==> src/rtl/rv32i_types.sv <==
// Shared RV32I types: MEM-stage FSM state, load/store funct3 encodings and access-width decode.
package rv32i_types;

   localparam int unsigned XLEN = 32;

   typedef enum logic [1:0] {IDLE, REQ, DONE} mem_state_t;

   typedef enum logic [2:0] {
      LB  = 3'b000,
      LH  = 3'b001,
      LW  = 3'b010,
      LBU = 3'b100,
      LHU = 3'b101
   } load_funct3_t;

   typedef enum logic [2:0] {
      SB = 3'b000,
      SH = 3'b001,
      SW = 3'b010
   } store_funct3_t;

   typedef enum logic [1:0] {ACC_BYTE, ACC_HALF, ACC_WORD} acc_width_t;

   // Undefined funct3 encodings fall back to a full word access.
   function automatic acc_width_t access_width(input logic is_store, input logic [2:0] f3);
      acc_width_t w;
      w = ACC_WORD;
      if (is_store) begin
         if (f3 == SB)      w = ACC_BYTE;
         else if (f3 == SH) w = ACC_HALF;
      end else begin
         if (f3 == LB || f3 == LBU)      w = ACC_BYTE;
         else if (f3 == LH || f3 == LHU) w = ACC_HALF;
      end
      return w;
   endfunction

endpackage

==> src/rtl/mem_align.sv <==
// Combinational load extract/extend, store lane replication, byte mask and misalignment check.
module mem_align
   import rv32i_types::*;
(
   input  logic [2:0]      i_ld_funct3,
   input  logic [1:0]      i_ld_off,
   input  logic [XLEN-1:0] i_rdata,
   input  logic [2:0]      i_funct3,
   input  logic            i_is_store,
   input  logic [1:0]      i_off,
   input  logic [XLEN-1:0] i_rs2,
   output logic [XLEN-1:0] o_load_data,
   output logic [XLEN-1:0] o_wdata,
   output logic [3:0]      o_be,
   output logic            o_misaligned
);

   logic [7:0]  w_byte;
   logic [15:0] w_half;
   acc_width_t  w_width;

   assign w_byte  = i_rdata[{i_ld_off, 3'b000} +: 8];
   assign w_half  = i_rdata[{i_ld_off[1], 4'b0000} +: 16];
   assign w_width = access_width(i_is_store, i_funct3);

   always_comb begin
      o_load_data = i_rdata;
      case (i_ld_funct3)
         LB:      o_load_data = {{24{w_byte[7]}}, w_byte};
         LBU:     o_load_data = {24'h0, w_byte};
         LH:      o_load_data = {{16{w_half[15]}}, w_half};
         LHU:     o_load_data = {16'h0, w_half};
         default: o_load_data = i_rdata;
      endcase
   end

   // Byte enables are only meaningful for stores; the top substitutes 4'hF for reads.
   always_comb begin
      o_wdata      = i_rs2;
      o_be         = 4'b1111;
      o_misaligned = 1'b0;
      case (w_width)
         ACC_BYTE: begin
            o_wdata = {4{i_rs2[7:0]}};
            o_be    = 4'b0001 << i_off;
         end
         ACC_HALF: begin
            o_wdata      = {2{i_rs2[15:0]}};
            o_be         = 4'b0011 << i_off;
            o_misaligned = i_off[0];
         end
         default: begin
            o_misaligned = (i_off != 2'b00);
         end
      endcase
   end

endmodule

==> src/rtl/mem_stage_access_unit.sv <==
// MEM-stage data-memory access unit: issues aligned cache requests and stalls until the response.
module mem_stage_access_unit
   import rv32i_types::*;
#(
   parameter int unsigned ADDR_W = 32,
   parameter int unsigned DATA_W = 32
) (
   input  logic              clk,
   input  logic              rst,
   input  logic              valid_in,
   input  logic              mem_read,
   input  logic              mem_write,
   input  logic [2:0]        funct3,
   input  logic [ADDR_W-1:0] alu_out,
   input  logic [DATA_W-1:0] rs2_out,
   input  logic              ext_stall,
   output logic [ADDR_W-1:0] dmem_address,
   output logic              dmem_read,
   output logic              dmem_write,
   output logic [DATA_W-1:0] dmem_wdata,
   output logic [3:0]        dmem_byte_enable,
   input  logic [DATA_W-1:0] dmem_rdata,
   input  logic              dmem_resp,
   output logic              mem_stall,
   output logic [DATA_W-1:0] load_data,
   output logic              misaligned
);

   mem_state_t        r_state;
   logic              r_read;
   logic              r_write;
   logic [ADDR_W-1:0] r_addr;
   logic [DATA_W-1:0] r_wdata;
   logic [3:0]        r_be;
   logic [2:0]        r_funct3;
   logic [1:0]        r_off;
   logic [DATA_W-1:0] r_load_data;

   logic              w_pending;
   logic              w_mis;
   logic [DATA_W-1:0] w_fmt;
   logic [DATA_W-1:0] w_wdata;
   logic [3:0]        w_be;

   assign w_pending = valid_in & (mem_read | mem_write);

   mem_align u_align (
      .i_ld_funct3  (r_funct3),
      .i_ld_off     (r_off),
      .i_rdata      (dmem_rdata),
      .i_funct3     (funct3),
      .i_is_store   (mem_write),
      .i_off        (alu_out[1:0]),
      .i_rs2        (rs2_out),
      .o_load_data  (w_fmt),
      .o_wdata      (w_wdata),
      .o_be         (w_be),
      .o_misaligned (w_mis)
   );

   // Request FSM; a write wins when mem_read and mem_write are both set.
   always_ff @(posedge clk) begin
      if (rst) begin
         r_state     <= IDLE;
         r_read      <= 1'b0;
         r_write     <= 1'b0;
         r_addr      <= '0;
         r_wdata     <= '0;
         r_be        <= 4'h0;
         r_funct3    <= 3'b000;
         r_off       <= 2'b00;
         r_load_data <= '0;
      end else begin
         case (r_state)
            IDLE: begin
               if (w_pending && !w_mis) begin
                  r_state  <= REQ;
                  r_addr   <= {alu_out[ADDR_W-1:2], 2'b00};
                  r_read   <= ~mem_write;
                  r_write  <= mem_write;
                  r_wdata  <= mem_write ? w_wdata : '0;
                  r_be     <= mem_write ? w_be : 4'hF;
                  r_funct3 <= funct3;
                  r_off    <= alu_out[1:0];
               end
            end
            REQ: begin
               if (dmem_resp) begin
                  r_read      <= 1'b0;
                  r_write     <= 1'b0;
                  r_load_data <= w_fmt;
                  r_state     <= ext_stall ? DONE : IDLE;
               end
            end
            DONE: begin
               if (!ext_stall) r_state <= IDLE;
            end
            default: r_state <= IDLE;
         endcase
      end
   end

   // Stall, misalignment flag and the response-cycle bypass of load_data.
   always_comb begin
      mem_stall  = 1'b0;
      misaligned = 1'b0;
      load_data  = r_load_data;
      if (rst) begin
         load_data = '0;
      end else begin
         case (r_state)
            IDLE: begin
               if (w_pending) begin
                  if (w_mis) begin
                     misaligned = 1'b1;
                     load_data  = '0;
                  end else begin
                     mem_stall = 1'b1;
                  end
               end
            end
            REQ: begin
               if (!dmem_resp)      mem_stall = 1'b1;
               else if (!ext_stall) load_data = w_fmt;
            end
            default: ;
         endcase
      end
   end

   assign dmem_address     = r_addr;
   assign dmem_read        = r_read;
   assign dmem_write       = r_write;
   assign dmem_wdata       = r_wdata;
   assign dmem_byte_enable = r_be;

endmodule

==> config.mk <==
export PLATFORM = sky130hd
export DESIGN_NAME = mem_stage_access_unit
export DESIGN_NICKNAME = d
export VERILOG_FILES = /design/src/rtl/rv32i_types.sv /design/src/rtl/mem_align.sv /design/src/rtl/mem_stage_access_unit.sv
export SDC_FILE = /design/constraint.sdc
export NUM_CORES = 1
export LEC_CHECK = 0
export BUFFER_PORTS_ARGS = -buffer_cell sky130_fd_sc_hd__buf_2
export CORE_MARGIN = 2
export CORE_UTILIZATION = 40
export DETAILED_ROUTE_END_ITERATION = 10
export PLACE_DENSITY = 0.79
export SLEW_MARGIN = 10
export SYNTH_ARGS = -nofsm -noshare
export SYNTH_HDL_FRONTEND = slang
export SYNTH_SLANG_ARGS = --single-unit
==> constraint.sdc <==
create_clock -name clk -period 2.6 [get_ports clk]
set_input_delay 0.52 -clock clk [delete_from_list [all_inputs] [get_ports clk]]
set_output_delay 0.52 -clock clk [all_outputs]
set_load 0.005 [all_outputs]
* Word level (Yosys, flattened, before mapping)
Index checks and enable logic that the tools add are counted.
** Storage, ports and cells
- Register bits :: 107
- Bits in latches :: 0
- Bits in writable memories :: 0
- ROM bits :: 0
- Input port bits :: 106
- Output and inout bits :: 104
- Logic and storage cells :: 78
- Memories :: 0
** Operators by class
- $add $sub $neg :: 0
- Multipliers :: 0
- Divide/modulo/power cells :: 0
- Order comparisons :: 0
- Equal/unequal tests :: 12
- Shifts and indexed selects :: 4
- Muxes and demuxes :: 36
- Bitwise gates (word level) :: 3
- Reductions and logical operators :: 14
** Operators with widths (number)
- $mux 32 :: 6
- $pmux 32 s2 :: 2
- $pmux 32 s4 :: 1
- $shiftx 32x6->16 :: 1
- $shiftx 32x6->8 :: 1
- $mux 2 :: 9
- $eq 3x3->1 const B :: 4
- $mux 1 :: 11
- $pmux 1 s2 :: 4
- $pmux 4 s2 :: 1
- $eq 3x1->1 const B :: 2
- $logic_not 3->1 :: 2
- $ne 2x2->1 const B :: 3
- $pmux 2 s3 :: 1
- $reduce_and 3->1 :: 2
- $eq 2x1->1 const B :: 2
- $logic_not 2->1 :: 2
- $mux 4 :: 1
- $reduce_and 2->1 :: 2
- $reduce_bool 2->1 :: 2
- $shl 1x2->4 const A :: 1
- $shl 2x2->4 const A :: 1
- $eq 2x2->1 const B :: 1
- $logic_or 1x1->1 :: 2
- other kinds (5) :: 5

* Longest topological paths before layout
- Word-level depth :: 11
- Gate-level depth with buffers :: 8
- Depth with buffers taken out :: 4

* Hierarchy
Synthesis repeated with hierarchy kept, for this count alone.
** Second synthesis, totals
- Cells, all modules :: 766
- Area, all modules :: 5739.3 µm²
** By module, submodules not included
- mem_stage_access_unit :: times used 1, cells each 605, area an instance 4539.4 µm², sequential area each 2142.1 µm²
- mem_align :: times used 1, cells each 161, area an instance 1199.9 µm², sequential area each 0.0 µm²

* Worst setup path after synthesis
OpenSTA, ideal clock, no wires.
- Path type :: input-to-output
- Start :: input mem_write
- End :: output load_data[2]
- Arrival time :: 1.722 ns
- Data required time :: 2.080 ns
- Slack :: 0.358 ns
- Cell stages on the path :: 7
- Path through :: buf_4 a211oi_2 or4b_1 buf_2 buf_6 a21oi_2 a2111oi_2
** Between the ends
- Word-level cells in the longest chain between the ends :: 7
** RTL lines
- start: declaration :: line mem_stage_access_unit.sv:12 : input logic mem_write,
- $mux 2 :: line rv32i_types.sv:28 : if (is_store) begin
- $eq 2x1->1 / $logic_not 2->1 (equally long branches) :: line mem_align.sv:42 : case (w_width)
- $pmux 1 s2 :: line mem_align.sv:42
- $mux 32 :: line mem_stage_access_unit.sv:114 : if (w_mis) begin
- $mux 32 * :: line mem_stage_access_unit.sv:113 : if (w_pending) begin
- $pmux 32 s2 * :: line mem_stage_access_unit.sv:111 : case (r_state)
- $mux 32 * :: line mem_stage_access_unit.sv:108 : if (rst) begin
- end: declaration :: line mem_stage_access_unit.sv:25 : output logic [DATA_W-1:0] load_data,
Mark *: on every way between the ends. The rest lies on a longest branch, timed or not.

* Final worst setup path
- Start :: input mem_write
- End :: output load_data[23]
Same word-level chain as after synthesis.

==> metrics.txt <==
Clk pwr share 35.6%; sequential fraction of the synthesis area 37.14%; cell-internal power 2.761 mW; most numerous cell on the critical path sky130_fd_sc_hd__buf_2; wire length of the first global-routing pass 29210 um; Floorplan Core Area 13990 um2; die boundary height 124.1 um; Die Area 15390 um2; fin crit share 97.38%; main combinational cell family by area after synthesis compound AO/OA/AOI/OAI gates; number of clock sinks 107; Bufs and invs on worst path 3; Final Hold Vio Count 0; commonest non-fill, non-tap cells in the layout sky130_fd_sc_hd__buf_2, sky130_fd_sc_hd__nand2_1, sky130_fd_sc_hd__dfxtp_1; CTS tree built; Remaining DRCs 0; share of cell area taken by muxes after synthesis 6.791%; power consumption 4.001 mW; detail-routed net length per standard cell 17.35 um; Routed WL 19030 um; Synth Area in Compound Gates 29.46%; # H-tree levels 3; fin. max-slew vios 0; post-CTS clock slew at the launch and capture registers of the worst setup and hold paths 0.08 ns; Max Root-Sink Buffers 2; part of the total power dissipated in sequential elements 43.9%; total of max-cap violations 0; commonest non-fill, non-tap cell in the layout sky130_fd_sc_hd__buf_2; area share of and/or/nand/nor cells after synthesis 20.24%; final net count 1018; clock insertion delay at the later pin of the skew report 0.35 ns; f_max 394.9 MHz; average cell area after synthesis 8.065 um2; overall fraction of global-route tracks in use 24.34%; worst vdd rail ir drop 0.2885 mV; Crit path largest cell delay 0.61 ns; type of the most critical hold path in2reg; Port Buffers 207; crit start category input port; wire length on met3 1777 um; slowest CP cell sky130_fd_sc_hd__or4b_4; share of async-settable or async-resettable flops after synthesis 0%; post-synth design cell area 5767 um2; effective utilization at floorplan 41.23%; unrepaired setup endpoints after global routing true; half-perimeter wire length of the detailed placement result 13870 um; share of total power consumed by net switching 30.99%; Detail Route Antenna Nets 0; TritonCTS buffer count 9; diode count 0; cell chain of the critical path buf_2 > a211oi_2 > or4b_4 > buf_12 > o21ai_1 > a221oi_4 > buf_2; count of filler cells inserted in the layout 1296; required time reported for the critical path endpoint 2.08 ns; relative contribution of combinational cells to total power 20.5%; max layer used met4; synth-to-layout area growth 31.89%; slew at the pin closest to its max-slew limit 0.7005 ns; post-synth cell types 50; Worst setup EP type output port; Synth Flop Type sky130_fd_sc_hd__dfxtp_1; number of enable flip-flop cells after synthesis 0; routed via count divided by cell count 5.626; GP Congestion 0.9068; Leak Pwr 3.008 nW; via count of the first global-routing pass 5771; remaining global-route overflow 0; endpoint arrival time on the critical path 2.01 ns; total power divided by cell area 526.1 nW/um2; site row count 43; switching pwr 1.240 mW; total routed wire length on the met1 layer 7727 um; Worst path top cell family by delay simple AND/OR/NAND/NOR gates; number of antenna violations at the first check in global routing 0; routed length on met2 8998 um; TNS Setup 0 ns; R2R setup slack 0.53 ns; final setup violating endpoints 0; starting DRC count in detailed routing 428; via count 6172; first-pass detailed-route iteration total 5; clock root cell sky130_fd_sc_hd__clkbuf_16; CP Max Fanout 27; largest clock skew in the final design 0.005515 ns; x dimension of the die 124.1 um; I/O pin count 210; fraction of synthesized cell area in xor and xnor cells 0%; worst-case headroom to the max-slew limit 53.30%; largest net degree at the start of global routing 50; count of synthesis-stage warnings from yosys 0; CTS Hold Bufs 0; outcome finished clean; synthesized-area fraction occupied by adder cells 0%; ratio of cells with drive above 1 in the final layout 37.95%; cell count after synthesis 715; flip-flop and latch count after synthesis 107; Worst Path Class, Setup in2out; clock period minus final worst setup slack 2.532 ns
==> sequential cells by signal (all words and copies together), names as in the netlist <==
name and cells:
dmem_wdata 32, r_load_data 32, dmem_address 30, dmem_byte_enable 4, r_funct3 3, r_off 2
r_state 2, dmem_read 1, dmem_write 1
==> timing repair <==
action                                  in CTS  in global routing
resized for setup                            8                 33
endpoints found under the setup margin      27                 31
pin swaps                                    2                  4
setup buffers                                1                  0
==> routing by layer <==
metal	vias to the layer above	global-route usage (%)
met2	291	39.41
met4	0	9.831
met3	36	7.326
met5	-	0
li1	2985	-
met1	2860	30.19
==> final cells by class <==
cell class              count  area (um2)  share of cell area, %
multi-input cells         536        3465                  45.55
clock buffers               9       225.2                  2.961
clock inverters             7       88.84                  1.168
repair buffers            254        1436                  18.88
well taps                 180       225.2                  2.961
inverters                   4       15.01                 0.1974
flip-flops and latches    107        2151                  28.28
==> power groups by stage <==
stage          combinational, mW  clock [mW]  sequential, mW
3_5_place_dp               0.768           0            1.79
5_1_grt                    0.894        1.53            1.77
4_1_cts                    0.782        1.46            1.75
6_report                   0.821        1.42            1.76
2_1_floorplan              0.446           0            1.79
3_3_place_gp               0.755           0            1.79
==> Yosys cell counts, drive strengths merged, types with 5 or more instances <==
cell | n | area share (%)
nand2b | 11 | 1.2
mux2i | 20 | 3.5
mux2 | 17 | 3.3
o21bai | 19 | 2.5
o21ai | 35 | 3.0
and2 | 5 | 0.54
a21oi | 88 | 8.2
o2111ai | 8 | 1.2
a2111oi | 8 | 1.9
a211oi | 26 | 3.6
clkbuf | 32 | 2.1
nand4 | 6 | 0.65
nor2 | 39 | 2.6
dfxtp | 107 | 37
buf | 37 | 3.9
nand2 | 142 | 9.2
nand3b | 9 | 1.2
a221oi | 22 | 4.4
o221ai | 11 | 1.7
nand3 | 34 | 3.0
==> worst min-delay path: stages <==
cell	delay, ns
sky130_fd_sc_hd__buf_2	0.09
sky130_fd_sc_hd__nand2_1	0.04
sky130_fd_sc_hd__a21oi_1	0.05
==> path summary, 6_finish.rpt <==
kind,start,end,cells past startpoint
hold / removal,alu_out[29],dmem_address[29],3
setup reg to reg,r_state[1],dmem_wdata[2],6
hold reg to reg,dmem_wdata[12],dmem_wdata[12],2
setup / recovery,mem_write,load_data[23],7
==> through the flow <==
step	instance area, um2	utilization (%)	hold WS (ns)	std cells	setup slack, ns
global placement	7084	50.64	0.4344	1080	-0.1951
global route	7606	54.37	0.3751	1097	-0.03550
floorplan	5771	-	0.4436	716	0.3577
finish	7606	54.37	0.3874	1097	0.06800
CTS	7432	53.13	0.3712	1097	0.0004350
detailed placement	7084	50.64	0.4428	1080	-0.2040
==> cells by family (layout without fill, tap and decap cells) <==
kind of cell,after synthesis,in the layout
muxes,37,37
and+or+nand+nor,262,262
DFF,107,107
other,1,2
AOI/OAI and AO/OA,235,235
buffers and inverters,73,274
Note: power is estimated with default switching activity, not from simulation.
